===== src/rtl/input_conditioner_pio.sv =====
// input_conditioner_pio: 2-flop synchroniser plus per-bit debounce for the DE2 KEY/SW PIO inputs,
// with one-cycle key press pulses. Define KEY_IRQ_EN to add sticky edge_capture flags and irq.
module input_conditioner_pio #(
    parameter int NUM_KEYS        = 4,
    parameter int NUM_SW          = 18,
    parameter int DEBOUNCE_CYCLES = 500000,
    parameter int CNT_W           = 20
) (
    input  logic                clk_clk,
    input  logic                reset_reset,
    input  logic [NUM_KEYS-1:0] key_raw_n,
    input  logic [NUM_SW-1:0]   sw_raw,
    output logic [NUM_KEYS-1:0] key_export,
    output logic [NUM_SW-1:0]   sw_export,
    output logic [NUM_KEYS-1:0] key_press
`ifdef KEY_IRQ_EN
    ,
    input  logic [NUM_KEYS-1:0] edge_clear,
    output logic [NUM_KEYS-1:0] edge_capture,
    output logic                irq
`endif
);

    localparam int N = NUM_KEYS + NUM_SW;
    // Keys idle high (released), switches idle low.
    localparam logic [N-1:0]     RST_LEVEL = {{NUM_SW{1'b0}}, {NUM_KEYS{1'b1}}};
    localparam logic [CNT_W-1:0] CNT_LAST  = CNT_W'(DEBOUNCE_CYCLES - 1);

    logic [N-1:0] raw_all;
    logic [N-1:0] stable_all;

    assign raw_all = {sw_raw, key_raw_n};

    generate
        for (genvar gi = 0; gi < N; gi++) begin : g_bit
            logic             sync1_q;
            logic             sync2_q;
            logic             stable_q;
            logic             stable_d;
            logic [CNT_W-1:0] cnt_q;
            logic [CNT_W-1:0] cnt_d;

            // A level is accepted only after it has differed from stable for DEBOUNCE_CYCLES cycles.
            always_comb begin
                cnt_d    = '0;
                stable_d = stable_q;
                if (sync2_q != stable_q) begin
                    if (cnt_q == CNT_LAST) begin
                        stable_d = sync2_q;
                    end else begin
                        cnt_d = cnt_q + CNT_W'(1);
                    end
                end
            end

            always_ff @(posedge clk_clk) begin
                if (reset_reset) begin
                    sync1_q  <= RST_LEVEL[gi];
                    sync2_q  <= RST_LEVEL[gi];
                    stable_q <= RST_LEVEL[gi];
                    cnt_q    <= '0;
                end else begin
                    sync1_q  <= raw_all[gi];
                    sync2_q  <= sync1_q;
                    stable_q <= stable_d;
                    cnt_q    <= cnt_d;
                end
            end

            assign stable_all[gi] = stable_q;
        end
    endgenerate

    assign key_export = stable_all[NUM_KEYS-1:0];
    assign sw_export  = stable_all[N-1:NUM_KEYS];

    logic [NUM_KEYS-1:0] key_prev_q;
    logic [NUM_KEYS-1:0] key_press_q;

    // Press pulse lands the cycle after the debounced level falls; prev resets released.
    always_ff @(posedge clk_clk) begin
        if (reset_reset) begin
            key_prev_q  <= '1;
            key_press_q <= '0;
        end else begin
            key_prev_q  <= key_export;
            key_press_q <= key_prev_q & ~key_export;
        end
    end

    assign key_press = key_press_q;

`ifdef KEY_IRQ_EN
    logic [NUM_KEYS-1:0] cap_q;
    logic [NUM_KEYS-1:0] cap_d;
    logic                irq_q;

    // A press arriving together with a clear keeps the flag set.
    assign cap_d = key_press_q | (cap_q & ~edge_clear);

    always_ff @(posedge clk_clk) begin
        if (reset_reset) begin
            cap_q <= '0;
            irq_q <= 1'b0;
        end else begin
            cap_q <= cap_d;
            irq_q <= |cap_q;
        end
    end

    assign edge_capture = cap_q;
    assign irq          = irq_q;
`endif

endmodule


===== config.mk =====
export PLATFORM = sky130hd
export DESIGN_NAME = input_conditioner_pio
export DESIGN_NICKNAME = d
export VERILOG_FILES = /design/src/rtl/input_conditioner_pio.sv
export SDC_FILE = /design/constraint.sdc
export NUM_CORES = 1
export LEC_CHECK = 0
export ABC_AREA = 1
export BUFFER_PORTS_ARGS = -buffer_cell sky130_fd_sc_hd__buf_2
export CAP_MARGIN = 10
export CORE_MARGIN = 3
export CORE_UTILIZATION = 55
export CTS_CLUSTER_DIAMETER = 200
export CTS_CLUSTER_SIZE = 12
export DETAILED_ROUTE_END_ITERATION = 8
export PLACE_DENSITY = 0.71
export SLEW_MARGIN = 20
export SYNTH_ARGS = -nofsm -noshare
export SYNTH_HDL_FRONTEND = slang
export SYNTH_SLANG_ARGS = --single-unit

===== constraint.sdc =====
create_clock -name clk_clk -period 2.7 [get_ports clk_clk]
set_input_delay 0.54 -clock clk_clk [delete_from_list [all_inputs] [get_ports clk_clk]]
set_output_delay 0.54 -clock clk_clk [all_outputs]
set_load 0.02 [all_outputs]

==> impl_metrics.tcl, run 1 <==
set metrics [dict create \
    dp.cells 4467 \
    detailroute.via_count 22150 \
    post_cts_resize_count 0 \
    synth_edf_count 0 \
    yosys-top-cells-area "dfxtp_1, nor2_1, nand2_1" \
    placed_area_mm2 0.0262 \
    worst-endpoint-required_ps 3140 \
    setup_viol 0 \
    yosys_most_used_dff "dfxtp_1" \
    yosysWarnings 0 \
    p_int_w 0.0109 \
    synth_cell_types 32 \
    synth_top_family_by_area "simple AND/OR/NAND/NOR gates" \
    postCtsSetupBuffers 0 \
    grt_max_degree 38 \
    synth-simple-area-share_pct 38.7 \
    antenna_found_initial 0 \
    p_seq_share_pct 55.9 \
    switching_power_w 0.00279 \
    n_antenna_cell 0 \
    maxCapViolCount 0 \
    power.leakage_nw 8.97 \
    fin_nets 3963 \
    rsz0062_at_grt "false" \
    holdCritPathClass "primary input to flip-flop" \
    tightest_slew_ps 678 \
    async_reset_ff_share_pct 0 \
    whs_ps 149 \
    synth.most_common_cell "nor2_1" \
    endpoint_kind "flip-flop" \
    syn_inst 3874 \
    place.port_buffers 49 \
    numCtsBuffers 48 \
    synth_compound_area_share_pct 5.56 \
    finalNonFillerCells 4517 \
    wl_per_cell_um 11.1 \
    cts_tree "built" \
    gr-usage-met3_pct 3.26 \
    cts_buffer_depth 3 \
    grt_usage_pct 20.3 \
    post-place-ws_ps 510 \
    final.min_clock_period_ps 1940 \
    grt_pass1_wl_um 88500 \
    comb_power_share_pct 1.3 \
    switching_share_pct 20.4 \
    numClockSinks 514 \
    synthesis.nets 3920 \
    grt_overflow 0 \
    drt_iter0_drc 1170 \
    rows 78 \
    cts_hold_buf 0 \
    ant_nets 0 \
    die_h_um 222 \
    grt_pass1_vias 20153 \
    tns_ps 0 \
    relSlewSlack_pct 54.7 \
    die_x_um 222 \
    ios 50 \
    cp-start-kind "flip-flop" \
    vias_per_cell 4.90 \
    power_frac_clock_pct 42.8 \
    gp_congestion 0.889 \
    synth-seq-cells 514 \
    finalCritPeriodShare_pct 72.0 \
    finalHoldViolations 0 \
    power-per-cell-area_mw_per_mm2 498 \
    fmax_mhz 514 \
    synth_common_cells "nor2_1, nand2_1, dfxtp_1" \
    synth_area_mm2 0.0257 \
    path_max_fanout 20 \
    layout-drive-gt1-share_pct 4.57 \
    use_met2_pct 33.2 \
    final.setup_skew_ps 12.3 \
    hpwl_um 36500 \
    clkLatencyLatePin_ps 570 \
    first_pass_iters 5 \
    area_growth_pct 7.08 \
    yosysSeqAreaShare_pct 40.1 \
    ir_drop_mv 0.528 \
    outcome "complete, no violations" \
    critical_path_arrival_ps 2380 \
    grt.busiest_layer "met2" \
    die_area_mm2 0.0493 \
    synthMuxAreaShare_pct 0 \
    stdcell_area_mm2 0.0275 \
    synthAdderAreaFrac_pct 1.07 \
    clkTransAtPathRegs_ps 60 \
    totalWireLength_um 50300 \
    finalMaxSlewViolations 0 \
    synth_xor_xnor_area_share_pct 6.69 \
    core_mm2 0.0458 \
    h-tree-depth 2 \
    cts-root-buf "clkbuf_16" \
    start_util_pct 56.0 \
    drc 0 \
    path_class "flip-flop to flip-flop" \
    synth_area_leader_cell "dfxtp_1" \
    worst_slack_ps 756 \
    syn_avg_cell_area_um2 6.62 \
    synth.top_cell.area_share_pct 40.1 \
    grtUsageMet1_pct 28.1 \
]
==> critical path: stages (launching register included) <==
cell	delay, ps
dfxtp_1	350
ha_1	260
inv_1	60
nor2_1	160
nand3_1	90
nor2_1	180
nand2_1	70
nand2_1	510
nor2_1	120
==> area by class of cell <==
| type | instances | area, um^2 |
|---|---|---|
| timing repair buffer | 53 | 290 |
| tap | 600 | 751 |
| clock buffer | 50 | 1240 |
| sequential | 514 | 10300 |
| multi-input combinational | 2885 | 13300 |
| inverter | 415 | 1560 |
| fill | 4445 | 18300 |
==> placed cells by master, fill, tap and decap left out, drive strengths merged, types with 22 or more instances in the layout <==
cell | synthesis | layout
nand3 | 250 | 250
nand4 | 69 | 69
nor3 | 25 | 25
xor2 | 139 | 139
xnor2 | 57 | 57
or2 | 44 | 44
clkbuf | 4 | 50
inv | 415 | 415
o21ai | 54 | 54
nand2 | 1001 | 1001
dfxtp | 514 | 514
ha | 22 | 22
buf | 56 | 53
o21bai | 33 | 33
a21oi | 155 | 155
nor2 | 1011 | 1011
==> worst paths after layout <==
check / start / to / slack (ps) / depth (start not counted)
hold / removal: key_raw_n[2] / g_bit[2].sync1_q$_SDFF_PP1_ / 150 / 2
hold reg to reg: g_bit[0].sync1_q$_SDFF_PP1_ / g_bit[0].sync2_q$_SDFF_PP1_ / 400 / 1
setup / recovery: g_bit[9].cnt_q[0]$_SDFF_PP0_ / g_bit[9].cnt_q[15]$_SDFF_PP0_ / 760 / 8
setup reg to reg: g_bit[9].cnt_q[0]$_SDFF_PP0_ / g_bit[9].cnt_q[15]$_SDFF_PP0_ / 760 / 8
==> flip-flops by register name (all words and copies together) (netlist names) <==
signal and flops:
g_bit.cnt_q 440, g_bit.stable_q 22, g_bit.sync1_q 22, g_bit.sync2_q 22, key_press 4, key_prev_q 4
==> power groups by stage <==
stage | sequential, W | combinational (W) | clock, W
floorplan | 0.00781 | 0.000138 | 0
global placement | 0.00781 | 0.000185 | 0
detailed placement | 0.00782 | 0.000187 | 0
CTS | 0.00765 | 0.000187 | 0.00607
global route | 0.00765 | 0.000211 | 0.00637
finish | 0.00765 | 0.000182 | 0.00585
==> metal layers <==
layer	vias up	routed length [um]
met4	0	981
met5	-	0
li1	12079	-
met2	301	21800
met3	66	1820
met1	9704	25700
==> per-stage QoR <==
stage	power, W	utilization [%]
2_1_floorplan	0.00795	-
3_3_place_gp	0.00800	57.3
5_1_grt	0.0142	60.0
6_report	0.0137	60.0
4_1_cts	0.0139	60.0
3_5_place_dp	0.00800	57.3
==> cells by family after synthesis <==
family | Yosys count
xor+xnor | 196
simple gates | 2423
buf+inv | 475
fa+ha+maj | 22
compound gates | 244
flops | 514
No activity file was read; power rests on OpenSTA's default activity.
==> run 2: changes to the inputs <==
clock period = 1.85 ns   (was 2.7 ns; I/O delays follow)
==> run 2 against run 1 <==
Die area stayed put. Non-clock buffer count is 49 higher. Critical path depth is 1 higher. First-iteration DRC count is 18% higher. Maximum frequency is 18% higher. Global-route usage is 0.14 points higher. Final cell count is 1.1% higher. Register-to-register slack worse by 550 ps. Largest cell class unchanged. Sequential share of layout area is 0.67 points lower. Combinational power is 84% higher. Via count is 0.74% higher. Clock-buffer cell count stayed put.
==> impl_metrics.tcl, run 2 (synthesis results as in run 1) <==
set metrics [dict create \
    core_mm2 0.0458 \
    final.setup_skew_ps 12.8 \
    detailroute.via_count 22315 \
    p_int_w 0.0159 \
    vias_per_cell 4.89 \
    finalHoldViolations 0 \
    placed_area_mm2 0.0266 \
    die_h_um 222 \
    relSlewSlack_pct 67.5 \
    r2r_cells 9 \
    grt_max_degree 21 \
    finalMaxSlewViolations 0 \
    totalWireLength_um 51100 \
    power_frac_clock_pct 42.6 \
    p_seq_share_pct 55.7 \
    cts_buffer_depth 3 \
    rows 78 \
    largest_register_ffs 440 \
    drt_iter0_drc 1385 \
    post_cts_resize_count 0 \
    power.leakage_nw 9.25 \
    tns_ps 0 \
    cp-start-kind "flip-flop" \
    finalCritPeriodShare_pct 89.0 \
    most-common-layout-cells "nor2_1, nand2_1, dfxtp_1" \
    first_pass_iters 6 \
    area_growth_pct 9.03 \
    ant_nets 0 \
    switching_share_pct 20.4 \
    drc 0 \
    hold_start "sw_raw[5]" \
    dp.cells 4503 \
    layout-drive-gt1-share_pct 5.42 \
    ios 50 \
    numClockSinks 514 \
    place.port_buffers 49 \
    maxCapViolCount 0 \
    ir_drop_mv 0.882 \
    numCtsBuffers 48 \
    final.min_clock_period_ps 1650 \
    outcome "complete, no violations" \
    n_antenna_cell 0 \
    wl_per_cell_um 11.2 \
    grt_overflow 0 \
    top_register "g_bit.cnt_q" \
    path_class "flip-flop to flip-flop" \
    mostFrequentLayoutCell "nor2_1" \
    antenna_found_initial 0 \
    fin_nets 4012 \
    power-per-cell-area_mw_per_mm2 716 \
    grt_pass1_vias 20301 \
    comb_power_share_pct 1.7 \
    cts-root-buf "clkbuf_16" \
    nFillCells 4376 \
    die_x_um 222 \
    start_util_pct 56.0 \
    clkTransAtPathRegs_ps 50 \
    r2r-end "g_bit[5].cnt_q[2]$_SDFF_PP0_" \
    grt_usage_pct 20.4 \
    stdcell_area_mm2 0.0280 \
    clkLatencyLatePin_ps 570 \
    hpwl_um 37700 \
    reg2reg_from "g_bit[5].cnt_q[0]$_SDFF_PP0_" \
    endpoint_kind "flip-flop" \
    worst_slack_ps 203 \
    ff2ff_setup_slack_ps 200 \
    path_max_fanout 11 \
    die_area_mm2 0.0493 \
    hold_end "g_bit[9].sync1_q$_SDFF_PP0_" \
    cts_tree "built" \
    setup_viol 0 \
    holdCritPathClass "primary input to flip-flop" \
    worst-endpoint-required_ps 2320 \
    post-place-ws_ps 185 \
    switching_power_w 0.00407 \
    fmax_mhz 607 \
    rsz0062_at_grt "false" \
    tightest_slew_ps 483 \
    h-tree-depth 2 \
    finalNonFillerCells 4566 \
    gp_congestion 0.902 \
    critical_path_arrival_ps 2110 \
    total_power_w 0.0200 \
    hold_depth 3 \
    postCtsSetupBuffers 0 \
    grt_pass1_wl_um 89100 \
]
[run 2: worst max path at each step]
stage | start | to | slack (ps) | cells after the start
after global routing | g_bit[5].cnt_q[0]$_SDFF_PP0_ | g_bit[5].cnt_q[2]$_SDFF_PP0_ | 10 | 9
after detailed placement | g_bit[18].cnt_q[0]$_SDFF_PP0_ | g_bit[18].cnt_q[9]$_SDFF_PP0_ | 190 | 6
after global placement | g_bit[5].cnt_q[0]$_SDFF_PP0_ | g_bit[5].cnt_q[19]$_SDFF_PP0_ | 240 | 9
after CTS | g_bit[18].cnt_q[0]$_SDFF_PP0_ | g_bit[18].cnt_q[9]$_SDFF_PP0_ | 180 | 6
after floorplan | g_bit[19].cnt_q[0]$_SDFF_PP0_ | g_bit[19].cnt_q[11]$_SDFF_PP0_ | 330 | 7
final | g_bit[5].cnt_q[0]$_SDFF_PP0_ | g_bit[5].cnt_q[2]$_SDFF_PP0_ | 200 | 9
[run 2: timing repair]
item / in CTS / in global routing
setup endpoints to repair: 0 / 0
hold buffers: 13 / 0
endpoints found under the hold margin: 13 / 0
[run 2: layout make-up]
| class | instances | area (um^2) | share of cell area, % |
|---|---|---|---|
| Inverter | 415 | 1560 | 5.57 |
| Tap cell | 600 | 751 | 2.68 |
| Multi-Input combinational cell | 2885 | 13300 | 47.7 |
| Clock buffer | 50 | 1240 | 4.43 |
| Timing Repair Buffer | 102 | 791 | 2.83 |
| Sequential cell | 514 | 10300 | 36.8 |
[run 2: power by group through the flow]
| stage | Sequential (W) | Combinational [W] | Clock, W |
|---|---|---|---|
| 2_1_floorplan | 0.0114 | 0.000202 | 0 |
| 3_3_place_gp | 0.0114 | 0.000315 | 0 |
| 3_5_place_dp | 0.0114 | 0.000319 | 0 |
| 4_1_cts | 0.0112 | 0.000341 | 0.00887 |
| 5_1_grt | 0.0112 | 0.000379 | 0.00926 |
| 6_report | 0.0112 | 0.000335 | 0.00852 |
[run 2: routing by layer]
metal / global-route usage, % / up-vias / part of all wire [%]
li1: - / 12151 / -
met1: 28.0 / 9778 / 50
met2: 34.0 / 319 / 44
met3: 2.59 / 67 / 3.4
met4: 5.66 / 0 / 1.9
met5: 0 / - / 0
[run 2: through the flow]
| step | util (%) | hold WS (ps) |
|---|---|---|
| finish | 61.1 | 36.8 |
| global route | 61.1 | 31.8 |
| CTS | 61.1 | 2.09 |
| detailed placement | 58.1 | 393 |
| global placement | 58.1 | 389 |
| floorplan | - | 388 |
[run 2: worst max-delay path: stages (launching register included)]
cell and delay (ps):
dfxtp_1 360, ha_1 210, nand2_1 80, nor2_2 140
nand3_1 120, nor2_1 220, nand2_1 70, nand2_1 90
buf_4 180, nor2_1 60
==> run 3: changes to the inputs <==
clock period = 2 ns   (was 1.85 ns; I/O delays follow)
==> run 3 against run 2 <==
Maximum frequency shrank 5.5%. First-iteration DRC count is 9.7% lower. Cell area is 0.98% lower. Clock-buffer cell count is the same. Setup slack improved by 55 ps. Clock skew down 2.4 ps. Highest routed layer unchanged.
==> impl_metrics.tcl, run 3 (synthesis results as in run 1) <==
set metrics [dict create \
    outcome "complete, no violations" \
    fin_nets 3987 \
    core_mm2 0.0458 \
    ios 50 \
    fmax_mhz 574 \
    endpoint_kind "flip-flop" \
    path_max_fanout 19 \
    vias_per_cell 4.88 \
    rsz0062_at_grt "false" \
    power.leakage_nw 9.09 \
    final.setup_skew_ps 10.4 \
    reg2reg_from "g_bit[19].cnt_q[0]$_SDFF_PP0_" \
    drt_iter0_drc 1251 \
    dr_wl_met3_um 1780 \
    placed_area_mm2 0.0264 \
    cts_tree "built" \
    grt_max_degree 28 \
    grt_pass1_wl_um 88400 \
    gp_congestion 0.890 \
    cts-root-buf "clkbuf_16" \
    cts_buffer_depth 3 \
    top_register "g_bit.cnt_q" \
    die_h_um 222 \
    maxCapViolCount 0 \
    start_util_pct 56.0 \
    place.port_buffers 49 \
    die_x_um 222 \
    finalMaxSlewViolations 0 \
    grt_overflow 0 \
    nFillCells 4443 \
    relSlewSlack_pct 68.1 \
    hold_start "sw_raw[10]" \
    detailroute.via_count 22152 \
    wl_per_cell_um 11.1 \
    antenna_found_initial 0 \
    rows 78 \
    first_pass_iters 5 \
    numCtsBuffers 48 \
    area_growth_pct 7.96 \
    critical_path_arrival_ps 2190 \
    cts_hold_buf 8 \
    grt_pass1_vias 20022 \
    die_area_mm2 0.0493 \
    h-tree-depth 2 \
    multi_input_area_mm2 0.0133 \
    power-per-cell-area_mw_per_mm2 668 \
    drc 0 \
    ir_drop_mv 0.665 \
    met2WireLength_um 22000 \
    postCtsSetupBuffers 0 \
    post_cts_resize_count 0 \
    ant_nets 0 \
    wl_met1_um 25900 \
    finalCritPeriodShare_pct 87.1 \
    largest_register_ffs 440 \
    whs_ps 39.5 \
    hpwl_um 36900 \
    most-common-layout-cells "nor2_1, nand2_1, dfxtp_1" \
    path_class "flip-flop to flip-flop" \
    tightest_slew_ps 477 \
    cp-start-kind "flip-flop" \
    n_antenna_cell 0 \
    topRoutingLayerUsed "met4" \
    crit_start "g_bit[19].cnt_q[0]$_SDFF_PP0_" \
    worst-endpoint-required_ps 2440 \
    tns_ps 0 \
    totalWireLength_um 50400 \
    numClockSinks 514 \
    ff2ff_setup_slack_ps 260 \
    holdCritPathClass "primary input to flip-flop" \
    clkLatencyLatePin_ps 570 \
    layout-drive-gt1-share_pct 4.95 \
    finalHoldViolations 0 \
    grt_usage_pct 20.2 \
    setup_viol 0 \
    final.min_clock_period_ps 1740 \
    stdcell_area_mm2 0.0277 \
    regArea_mm2 0.0103 \
    clkTransAtPathRegs_ps 60 \
    mostFrequentLayoutCell "nor2_1" \
]
-- run 3: cell types whose count changed in the layout (fill, tap and decap cells not counted) --
cell,change
buf_12,-6
buf_4,-14
dlygate4sd3_1,-5
-- run 3: worst paths after layout --
| path | to | depth (start not counted) |
|---|---|---|
| worst max-delay path | g_bit[19].cnt_q[11]$_SDFF_PP0_ | 6 |
| worst min-delay path | g_bit[14].sync1_q$_SDFF_PP0_ | 3 |
| worst max register to register | g_bit[19].cnt_q[11]$_SDFF_PP0_ | 6 |
| worst min register to register | g_bit[21].sync2_q$_SDFF_PP0_ | 2 |
-- run 3: through the flow --
stage	util [%]	instances	power, W	setup slack [ps]
6_report	60.5	4541	0.0185	258
2_1_floorplan	-	3874	0.0107	485
3_3_place_gp	57.6	4483	0.0108	301
5_1_grt	60.5	4541	0.0192	116
4_1_cts	60.5	4541	0.0188	250
3_5_place_dp	57.6	4483	0.0108	252
-- run 3: power breakdown --
group / switching, W / internal [W] / total, W
clock network: 0.00359 / 0.00432 / 0.00791
logic: 0.000170 / 0.000105 / 0.000275
registers: 0.0000307 / 0.0103 / 0.0103
total: 0.00379 / 0.0147 / 0.0185
-- run 3: layout make-up --
cell class,instances,area share [%]
Timing Repair Buffer,77,1.86
Multi-Input combinational cell,2885,48.2
Inverter,415,5.62
Tap cell,600,2.71
Clock buffer,50,4.48
Sequential cell,514,37.2
-- run 3: metal layers --
layer / GRT usage (%) / vias up
met1: 28.3 / 9744
met5: 0 / -
li1: - / 12097
met3: 2.85 / 52
met4: 4.69 / 0
met2: 33.3 / 259
-- run 3: worst max-delay path, stage by stage, from the launching register on --
cell and delay [ps]:
dfxtp_1 410, ha_1 290, inv_1 110, nor2_4 150, nand3_2 120, o21bai_4 430
nor2_1 110
